`src/rtl/jk_bank_arbiter.sv`:
```
// Bank of N_BITS JK flip-flops that two requesters share under round-robin arbitration.
// Each command runs IDLE -> EXEC -> ACK. q changes at EXEC and gnt pulses for the ACK cycle.
module jk_bank_arbiter #(
    parameter int unsigned N_BITS = 8,
    parameter int unsigned ADDR_W = 3
) (
    input  logic              clk,
    input  logic              reset,
    input  logic              req0,
    input  logic [1:0]        op0,
    input  logic [ADDR_W-1:0] addr0,
    output logic              gnt0,
    input  logic              req1,
    input  logic [1:0]        op1,
    input  logic [ADDR_W-1:0] addr1,
    output logic              gnt1,
    output logic              busy,
    output logic [N_BITS-1:0] q,
    output logic [N_BITS-1:0] qb
);

    typedef enum logic [1:0] {
        IDLE,
        EXEC,
        ACK
    } state_t;

    state_t            state;
    logic              last;
    logic              win;
    logic              win_next;
    logic [1:0]        lop;
    logic [ADDR_W-1:0] laddr;
    logic [N_BITS-1:0] q_next;

    // When both requesters are active, the one not served last wins. Otherwise the only active requester wins.
    always_comb begin
        win_next = (req0 && req1) ? ~last : req1;
    end

    // An address of N_BITS or more matches no bit, so the bank holds its value.
    always_comb begin
        q_next = q;
        for (int unsigned i = 0; i < N_BITS; i++) begin
            if (laddr == ADDR_W'(i)) begin
                case (lop)
                    2'b01:   q_next[i] = 1'b0;
                    2'b10:   q_next[i] = 1'b1;
                    2'b11:   q_next[i] = ~q[i];
                    default: q_next[i] = q[i];
                endcase
            end
        end
    end

    always_ff @(posedge clk) begin
        if (reset) begin
            state <= IDLE;
            last  <= 1'b1;
            win   <= 1'b0;
            lop   <= '0;
            laddr <= '0;
            q     <= '0;
            gnt0  <= 1'b0;
            gnt1  <= 1'b0;
        end else begin
            case (state)
                IDLE: begin
                    if (req0 || req1) begin
                        win   <= win_next;
                        last  <= win_next;
                        lop   <= win_next ? op1 : op0;
                        laddr <= win_next ? addr1 : addr0;
                        state <= EXEC;
                    end
                end
                EXEC: begin
                    q     <= q_next;
                    gnt0  <= ~win;
                    gnt1  <= win;
                    state <= ACK;
                end
                default: begin
                    gnt0  <= 1'b0;
                    gnt1  <= 1'b0;
                    state <= IDLE;
                end
            endcase
        end
    end

    assign busy = (state != IDLE);
    assign qb   = ~q;

endmodule

```
`config.mk`:
```
export PLATFORM = sky130hd
export DESIGN_NAME = jk_bank_arbiter
export DESIGN_NICKNAME = d
export VERILOG_FILES = /design/src/rtl/jk_bank_arbiter.sv
export SDC_FILE = /design/constraint.sdc
export NUM_CORES = 1
export LEC_CHECK = 0
export ABC_CLOCK_PERIOD_IN_PS = 2440
export BUFFER_PORTS_ARGS = -buffer_cell sky130_fd_sc_hd__buf_2
export CORE_ASPECT_RATIO = 1.2
export CORE_MARGIN = 5
export CORE_UTILIZATION = 44
export CTS_CLUSTER_SIZE = 25
export DETAILED_ROUTE_END_ITERATION = 12
export PLACE_DENSITY = 0.79
export SLEW_MARGIN = 20
export SYNTH_ARGS = -nofsm -noshare
export SYNTH_HDL_FRONTEND = slang
export SYNTH_SLANG_ARGS = --single-unit
```
`constraint.sdc`:
```
create_clock -name clk -period 2.44 [get_ports clk]
set_input_delay 0.122 -clock clk [delete_from_list [all_inputs] [get_ports clk]]
set_output_delay 0.122 -clock clk [all_outputs]
set_load 0.05 [all_outputs]
```
==> impl_metrics.py, run 1 <==
metrics = {
    "place": {
        "dp_hpwl_um": 1620,
        "portBuffers": 32,
        "dp_cells": 170,
        "place_congestion": 0.798,
    },
    "clocking": {
        "numCtsBuffers": 3,
        "clk_pin_slew_ns": 0.11,
        "cts.hold.buffers_added": 0,
        "post-cts-setup-buffer-count": 0,
        "clock_latency_ns": 0.30,
        "clock_path_buffers": 2,
        "cts-root-buf": "clkbuf_4",
        "htreeDepth": 1,
        "cts_tree": "done",
        "cts_sinks": 19,
        "cts_resized": 0,
    },
    "route": {
        "routedWlPerCell_um": 12.5,
        "viasPerCell": 5.33,
        "first_pass_iters": 4,
        "drt-initial-drc-count": 20,
        "vias": 927,
        "drc": 0,
        "routed_wl_um": 2170,
        "antenna_left": 0,
    },
    "floorplanning": {
        "core_region_area_sq_um": 2260,
        "die_w_um": 54.1,
        "die_h_um": 62.9,
        "start_util": 0.454,
        "row_count": 19,
        "ios": 33,
        "die_area_sq_um": 3400,
    },
    "cells_and_area": {
        "drive_gt1_frac": 0.294,
        "area_growth_syn_to_layout_pct": 14.5,
        "fillers": 206,
        "final_cell_count_no_fill": 174,
        "fin_nets": 158,
        "antennaDiodeCount": 0,
        "utilization": 0.520,
    },
    "grt": {
        "grt_pass1_vias": 870,
        "grt_util_all_layers": 0.149,
        "antenna_found_initial": 0,
        "grt_overflow": 0,
        "grt_pass1_wl_um": 3820,
        "grt_max_degree": 23,
    },
    "synth": {
        "synth_most_common_cell": "dfxtp_1",
        "ys_top_cells_by_count": "dfxtp_1, a21oi_1, nand2_1",
        "post-synth-top-area-cell": "dfxtp_1",
        "syn_nets": 129,
        "ys_dominant_reg_cell": "dfxtp_1",
        "synthesis.area_sq_um": 1020,
        "synth.area.top_cells": "dfxtp_1, mux2i_1, buf_6",
        "synth.avg_cell_area_sq_um": 8.91,
        "synthDistinctLibCells": 26,
        "synth_seq_cells": 19,
        "synth_warnings": 0,
        "yosys.area.top_type_share": 0.371,
        "ys_seq_area_frac": 0.371,
        "synthCells": 115,
        "async_flop_share": 0,
        "synth-edff-count": 0,
    },
    "sta": {
        "hold_viol_final": 0,
        "fin_skew_ns": 0.00318,
        "fmax_mhz": 663,
        "rsz0062_at_grt": "no",
        "setup-tns-final_ns": 0,
        "setup_viol": 0,
        "period_share": 0.619,
        "whs_ns": 0.149,
        "slew_headroom": 0.661,
        "period_minus_slack_ns": 1.51,
        "finalMaxSlewViolations": 0,
        "tightest_slew_ns": 0.507,
    },
    "hold_path": {
        "hold_path_end": "laddr[1]",
        "holdPathStages": 3,
        "hold_class": "in2reg",
        "holdCritStartpoint": "addr0[1]",
    },
    "critical_path": {
        "crit_path_max_incr_delay_ns": 0.38,
        "cpMaxStageDelayCell": "dfxtp_1",
        "startpoint_type": "flip-flop",
        "required_ns": 2.32,
        "endpoint_kind": "output pin",
        "cp_num_buf_inv": 2,
        "cp_cell_sequence": "nor2_2, inv_1, buf_2",
        "critPathMaxFanout": 9,
        "rr_endpoint": "q[5]",
        "crit_family": "buffers and inverters",
        "crit-reg2reg-launch": "lop[0]",
        "critical_path_class": "reg2out",
        "r2r_cells": 3,
        "arrival_ns": 1.39,
        "ff2ff_setup_slack_ns": 1.02,
        "startpoint": "state[0]",
    },
    "power_and_ir_drop": {
        "p_leak_uw": 0.000435,
        "ir_worst_vdd_mv": 0.293,
        "finalPower_uw": 661,
        "pwr_density_cell_nw_per_um2": 563,
    },
    "run_status": {
        "status": "finished clean",
    },
    "run": {
        "maxCapViolCount": 0,
    },
}
[cell families after synthesis]
kind of cell | synth area share
and+or+nand+nor | 0.255
AOI/OAI and AO/OA | 0.175
DFF | 0.371
buffers and inverters | 0.111
muxes | 0.0879
[power by group]
part | internal [uW] | total [uW] | switching, uW
Combinational | 52.0 | 135 | 82.8
Clock | 63.8 | 163 | 99.3
Sequential | 329 | 363 | 34.1
Total | 445 | 661 | 216
[through the flow]
| step | instance area (sq um) | setup slack (ns) |
|---|---|---|
| after CTS | 1170 | 0.942 |
| after floorplan | 1020 | 1.08 |
| after detailed placement | 1150 | 1.05 |
| after global routing | 1170 | 0.815 |
| after global placement | 1150 | 1.06 |
| final | 1170 | 0.931 |
[cell type report]
cell class | instances | area, sq um | area share
clock buffer | 4 | 26.3 | 0.0224
inverter | 10 | 37.5 | 0.0320
multi-input combinational | 78 | 531 | 0.452
sequential | 19 | 380 | 0.324
tap | 31 | 38.8 | 0.0330
timing repair buffer | 32 | 160 | 0.136
[worst min-delay path: stages]
cell	delay, ns
buf_2	0.09
mux2i_1	0.11
a211oi_1	0.08
[sequential cells by signal, summed over array words and instances (netlist names)]
signal and flops:
last 1, gnt0 1, win 1, state 2, gnt1 1, laddr 3
q 8, lop 2
[layout by cell type, fill, tap and decap left out, types with 2 or more instances in the layout]
cell      instances
nor3_1            3
o41ai_1           5
nor4_1            3
nor3b_1           4
dfxtp_1          19
buf_2            32
clkbuf_4          3
mux2i_1           9
nand4b_1          5
nor2_2            2
inv_1            10
nand2b_1          5
nand2_1          11
nand3b_1          3
a21oi_1          11
a211oi_1          5
or2_2             2
nor2_1            3
[worst max-delay path by stage]
stage,cells past startpoint,to
6_report,3,busy
3_3_place_gp,3,q[5]
5_1_grt,3,busy
4_1_cts,3,busy
2_1_floorplan,4,laddr[0]
3_5_place_dp,3,q[5]
[metal layers]
metal	vias up	global-route usage	wire length (um)
met3	5	0.0286	92
met4	0	0.0779	55
met5	-	0	0
met2	24	0.239	1080
li1	468	-	-
met1	430	0.180	935
Power figures use the tool's default switching activity.
==> run 2, diff against run 1 <==
ABC_CLOCK_PERIOD_IN_PS = 1300   (was 2440)
PLACE_DENSITY = 0.81   (was 0.79)
clock period = 1.3 ns   (was 2.44 ns; I/O delays follow)
==> run 2 against run 1 <==
  * Via count is 7.3% higher
  * Count of clock-buffer cells in the layout shrank 1
  * Routed wire length grew 21%
  * Non-clock buffer count grew 10
  * Core utilization is 6.3 points higher
  * Global-route usage increased by 0.40 points
  * Critical path depth rose by 1
  * First-iteration DRC count is 75% higher
  * Power up 100%
  * Register-to-register slack worse by 0.99 ns
  * Hold slack lost 0.048 ns
  * Critical endpoint unchanged
  * Highest routed layer unchanged
==> impl_metrics.py, run 2 (synthesis results as in run 1) <==
metrics = {
    "run_status": {
        "status": "finished clean",
    },
    "critical_path": {
        "endpoint_kind": "output pin",
        "critical_path_class": "reg2out",
        "required_ns": 1.24,
        "arrival_ns": 1.21,
        "critPathMaxFanout": 4,
        "startpoint_type": "flip-flop",
    },
    "cells_and_area": {
        "utilization": 0.582,
        "final_common_cell": "buf_2",
        "fin_nets": 168,
        "regMostFlops": "q",
        "most-common-layout-cells": "buf_2, dfxtp_1, nand2_1, a21oi_1",
        "largest_registers": "q: 8 flops, laddr: 3 flops",
        "drive_gt1_frac": 0.399,
        "antennaDiodeCount": 0,
        "area_growth_syn_to_layout_pct": 28.3,
        "largest_register_ffs": 8,
        "final_cell_count_no_fill": 184,
    },
    "sta": {
        "slew_headroom": 0.766,
        "tightest_slew_ns": 0.351,
        "hold_viol_final": 0,
        "finalMaxSlewViolations": 0,
        "fmax_mhz": 782,
        "period_share": 0.984,
        "rsz0062_at_grt": "yes",
        "setup_ws_ns": 0.0212,
        "setup_viol": 0,
        "fin_skew_ns": 0.00805,
        "period_minus_slack_ns": 1.28,
    },
    "power_and_ir_drop": {
        "finalPower_uw": 1340,
        "p_leak_uw": 0.000492,
        "pwr_density_cell_nw_per_um2": 1020,
        "ir_worst_vdd_mv": 0.478,
    },
    "route": {
        "first_pass_iters": 4,
        "vias": 995,
        "drt-initial-drc-count": 35,
        "routedWlPerCell_um": 14.2,
        "routed_wl_um": 2610,
        "viasPerCell": 5.41,
        "drc": 0,
        "antenna_left": 0,
    },
    "grt": {
        "grt_pass1_wl_um": 4020,
        "grt_max_degree": 23,
        "grt_pass1_vias": 929,
        "antenna_found_initial": 0,
        "grt_util_all_layers": 0.153,
        "grt_overflow": 0,
    },
    "clocking": {
        "cts-root-buf": "clkbuf_4",
        "cts.hold.buffers_added": 0,
        "clock_path_buffers": 2,
        "htreeDepth": 1,
        "numCtsBuffers": 3,
        "cts_tree": "done",
        "cts_sinks": 19,
        "clock_latency_ns": 0.30,
        "clk_pin_slew_ns": 0.12,
    },
    "floorplanning": {
        "row_count": 19,
        "die_w_um": 54.1,
        "die_h_um": 62.9,
        "start_util": 0.454,
        "die_area_sq_um": 3400,
        "ios": 33,
        "core_region_area_sq_um": 2260,
    },
    "hold_path": {
        "hold_class": "in2reg",
    },
    "place": {
        "portBuffers": 32,
        "dp_hpwl_um": 1710,
        "dp_slack_ns": 0.00852,
        "dp_cells": 176,
        "place_congestion": 0.793,
    },
    "run": {
        "maxCapViolCount": 0,
    },
}
run 2: changes by cell type in the layout (fill, tap and decap cells not counted), sizes merged:
cell | previous run | this run
clkinv | 0 | 1
buf | 32 | 42
clkbuf | 4 | 3
inv | 10 | 9
clkinvlp | 0 | 1
run 2: critical path, cell delays in order, from the launching register on:
cell and delay, ns:
dfxtp_4 0.38, buf_6 0.12, nor2_4 0.11, clkinvlp_4 0.14, buf_8 0.17
run 2: what timing repair did:
| item | in CTS | in global routing |
|---|---|---|
| setup endpoints to repair | 5 | 10 |
| resized for setup | 4 | 9 |
| pin swaps | 1 | 0 |
| buffers inserted | 1 | 3 |
run 2: layout make-up:
cell class,count,area (sq um)
multi-input cells,78,572
clock inverters,1,5.00
repair buffers,42,249
fillers,208,943
well taps,31,38.8
clock buffers,3,22.5
inverters,10,41.3
flip-flops and latches,19,387
run 2: report_power, final:
| part | switching [uW] | total (uW) | internal (uW) |
|---|---|---|---|
| Clock | 188 | 302 | 115 |
| Sequential | 41.2 | 659 | 618 |
| Combinational | 221 | 374 | 154 |
run 2: worst paths after layout:
check             startpoint        to  slack, ns  depth (start not counted)
setup / recovery    state[1]      busy       0.02                          4
hold / removal        op0[0]    lop[0]       0.10                          3
setup reg to reg    state[1]      last       0.03                          5
hold reg to reg     state[1]  state[1]       0.47                          1
run 2: stage by stage:
stage / area [sq um] / hold WS, ns / TNS [ns]
final: 1320 / 0.101 / 0
after global routing: 1320 / 0.0929 / -0.108
after CTS: 1250 / 0.0993 / 0
after detailed placement: 1210 / 0.415 / 0
after global placement: 1210 / 0.412 / 0
after floorplan: 1040 / 0.245 / 0
run 2: metal layers:
metal / part of all wire / up-vias / track usage / wire [um]
met5: 0 / - / 0 / 0
met4: 0.027 / 0 / 0.0561 / 71
met3: 0.051 / 9 / 0.0215 / 134
met2: 0.54 / 35 / 0.276 / 1410
met1: 0.38 / 464 / 0.173 / 1000
li1: - / 487 / - / -
==> run 3, diff against run 2 <==
ABC_CLOCK_PERIOD_IN_PS = 1530   (was 1300)
PLACE_DENSITY = 0.79   (was 0.81)
clock period = 1.53 ns   (was 1.3 ns; I/O delays follow)
==> run 3 against run 2 <==
  * First-iteration DRC count fell by 57%
  * Hold slack improved by 0.025 ns
  * Die area unchanged
  * Count of clock-buffer cells in the layout increased by 1
  * Design area fell by 8.7%
  * Non-clock buffer count fell by 7
  * Global-route usage fell by 0.19 points
  * Core utilization down 5.0 points
  * Cell count fell by 3.8%
  * Routed wire length shrank 14%
  * Critical path depth decreased by 1
  * Critical path type is now reg2reg
==> impl_metrics.py, run 3 (synthesis results as in run 1) <==
metrics = {
    "sta": {
        "period_minus_slack_ns": 1.40,
        "fmax_mhz": 714,
        "hold_viol_final": 0,
        "tightest_slew_ns": 0.534,
        "period_share": 0.915,
        "setup_viol": 0,
        "finalMaxSlewViolations": 0,
        "fin_skew_ns": 0.00504,
        "setup-tns-final_ns": 0,
        "slew_headroom": 0.642,
        "rsz0062_at_grt": "no",
    },
    "grt": {
        "grt_pass1_vias": 886,
        "grt_max_degree": 23,
        "grt_util_all_layers": 0.151,
        "antenna_found_initial": 0,
        "grt_overflow": 0,
        "grt_pass1_wl_um": 3880,
    },
    "clocking": {
        "clock_latency_ns": 0.29,
        "cts-root-buf": "clkbuf_4",
        "cts_tree": "done",
        "numCtsBuffers": 3,
        "post-cts-setup-buffer-count": 0,
        "clk_pin_slew_ns": 0.11,
        "cts_sinks": 19,
        "clock_path_buffers": 2,
        "htreeDepth": 1,
    },
    "route": {
        "vias": 936,
        "first_pass_iters": 4,
        "routedWlPerCell_um": 12.6,
        "drc": 0,
        "antenna_left": 0,
        "viasPerCell": 5.29,
        "routed_wl_um": 2240,
        "drt-initial-drc-count": 15,
    },
    "cells_and_area": {
        "final_common_cell": "buf_2",
        "most-common-layout-cells": "buf_2, dfxtp_1, nand2_1, a21oi_1, inv_1",
        "drive_gt1_frac": 0.308,
        "area_growth_syn_to_layout_pct": 17.2,
        "antennaDiodeCount": 0,
        "largest_registers": "q: 8 flops, laddr: 3 flops",
        "fin_nets": 161,
        "largest_register_ffs": 8,
        "regMostFlops": "q",
    },
    "critical_path": {
        "required_ns": 1.75,
        "ff2ff_setup_slack_ns": 0.13,
        "critPathMaxFanout": 13,
        "r2r_cells": 3,
        "crit-reg2reg-launch": "state[0]",
        "startpoint": "state[0]",
        "cp_num_buf_inv": 0,
        "rr_endpoint": "q[5]",
        "startpoint_type": "flip-flop",
        "crit_end": "q[5]",
        "cpMaxStageDelayCell": "dfxtp_1",
        "endpoint_kind": "flip-flop",
        "critical_path_class": "reg2reg",
        "crit_path_max_incr_delay_ns": 0.49,
        "cp.depth": 3,
        "crit_family": "simple AND/OR/NAND/NOR gates",
        "arrival_ns": 1.62,
        "cp_cell_sequence": "nand2b_2, nor4_1, mux2i_1",
    },
    "power_and_ir_drop": {
        "ir_worst_vdd_mv": 0.477,
        "power.switching_uw": 347,
        "pwr_density_cell_nw_per_um2": 889,
        "internal_power_uw": 721,
        "comb_power_share": 0.239,
        "seq_power_share": 0.524,
        "p_clk_frac": 0.237,
        "p_sw_frac": 0.325,
        "finalPower_uw": 1070,
        "p_leak_uw": 0.000452,
    },
    "floorplanning": {
        "ios": 33,
        "die_area_sq_um": 3400,
        "die_h_um": 62.9,
        "start_util": 0.454,
        "row_count": 19,
        "die_w_um": 54.1,
        "core_region_area_sq_um": 2260,
    },
    "place": {
        "dp_hpwl_um": 1660,
        "portBuffers": 32,
        "place_congestion": 0.754,
    },
    "hold_path": {
        "hold_class": "in2reg",
    },
    "run": {
        "maxCapViolCount": 0,
    },
    "run_status": {
        "status": "finished clean",
    },
}
## run 3: worst min-delay path, stage by stage
cell and delay, ns:
buf_2 0.09, mux2i_1 0.13, a211oi_1 0.08
## run 3: layer usage
metal  vias up  GRT usage  share of wire
met4         0     0.0748          0.013
li1        477          -              -
met5         -          0              0
met2        30      0.262           0.53
met1       427      0.171           0.41
met3         2     0.0215          0.054
## run 3: power by group through the flow
stage               Combinational [uW]  Clock, uW  Sequential, uW
global placement                   244          0             567
detailed placement                 252          0             569
global route                       282        286             564
CTS                                254        258             558
finish                             255        254             559
floorplan                          201          0             572
## run 3: worst min-delay path by stage
stage                   from  endpoint  slack [ns]  cells past startpoint
floorplan              reset      q[3]        0.26                      2
global placement        req0      last        0.43                      3
detailed placement      req0      last        0.44                      3
CTS                 addr1[0]  laddr[0]        0.12                      3
global route            req0      last        0.12                      3
finish              addr1[0]  laddr[0]        0.13                      3
## run 3: layout make-up
cell class / count / area, sq um
multi-input combinational: 78 / 536
tap: 31 / 38.8
inverter: 10 / 37.5
timing repair buffer: 35 / 183
fill: 234 / 1060
clock buffer: 4 / 26.3
sequential: 19 / 380
## run 3: timing repair
item                                    CTS  global route
hold endpoints to repair                  0             0
hold buffers                              0             0
resized for setup                         0             1
endpoints found under the setup margin    0             1
## run 3: through the flow
| stage | area (sq um) | setup slack, ns | cells | utilization | hold slack (ns) |
|---|---|---|---|---|---|
| floorplan | 1020 | 0.175 | 115 | - | 0.257 |
| CTS | 1200 | 0.0890 | 177 | 0.530 | 0.123 |
| global route | 1200 | 0.0151 | 177 | 0.532 | 0.122 |
| finish | 1200 | 0.130 | 177 | 0.532 | 0.125 |
| detailed placement | 1170 | 0.195 | 173 | 0.518 | 0.436 |
| global placement | 1170 | 0.250 | 173 | 0.518 | 0.435 |
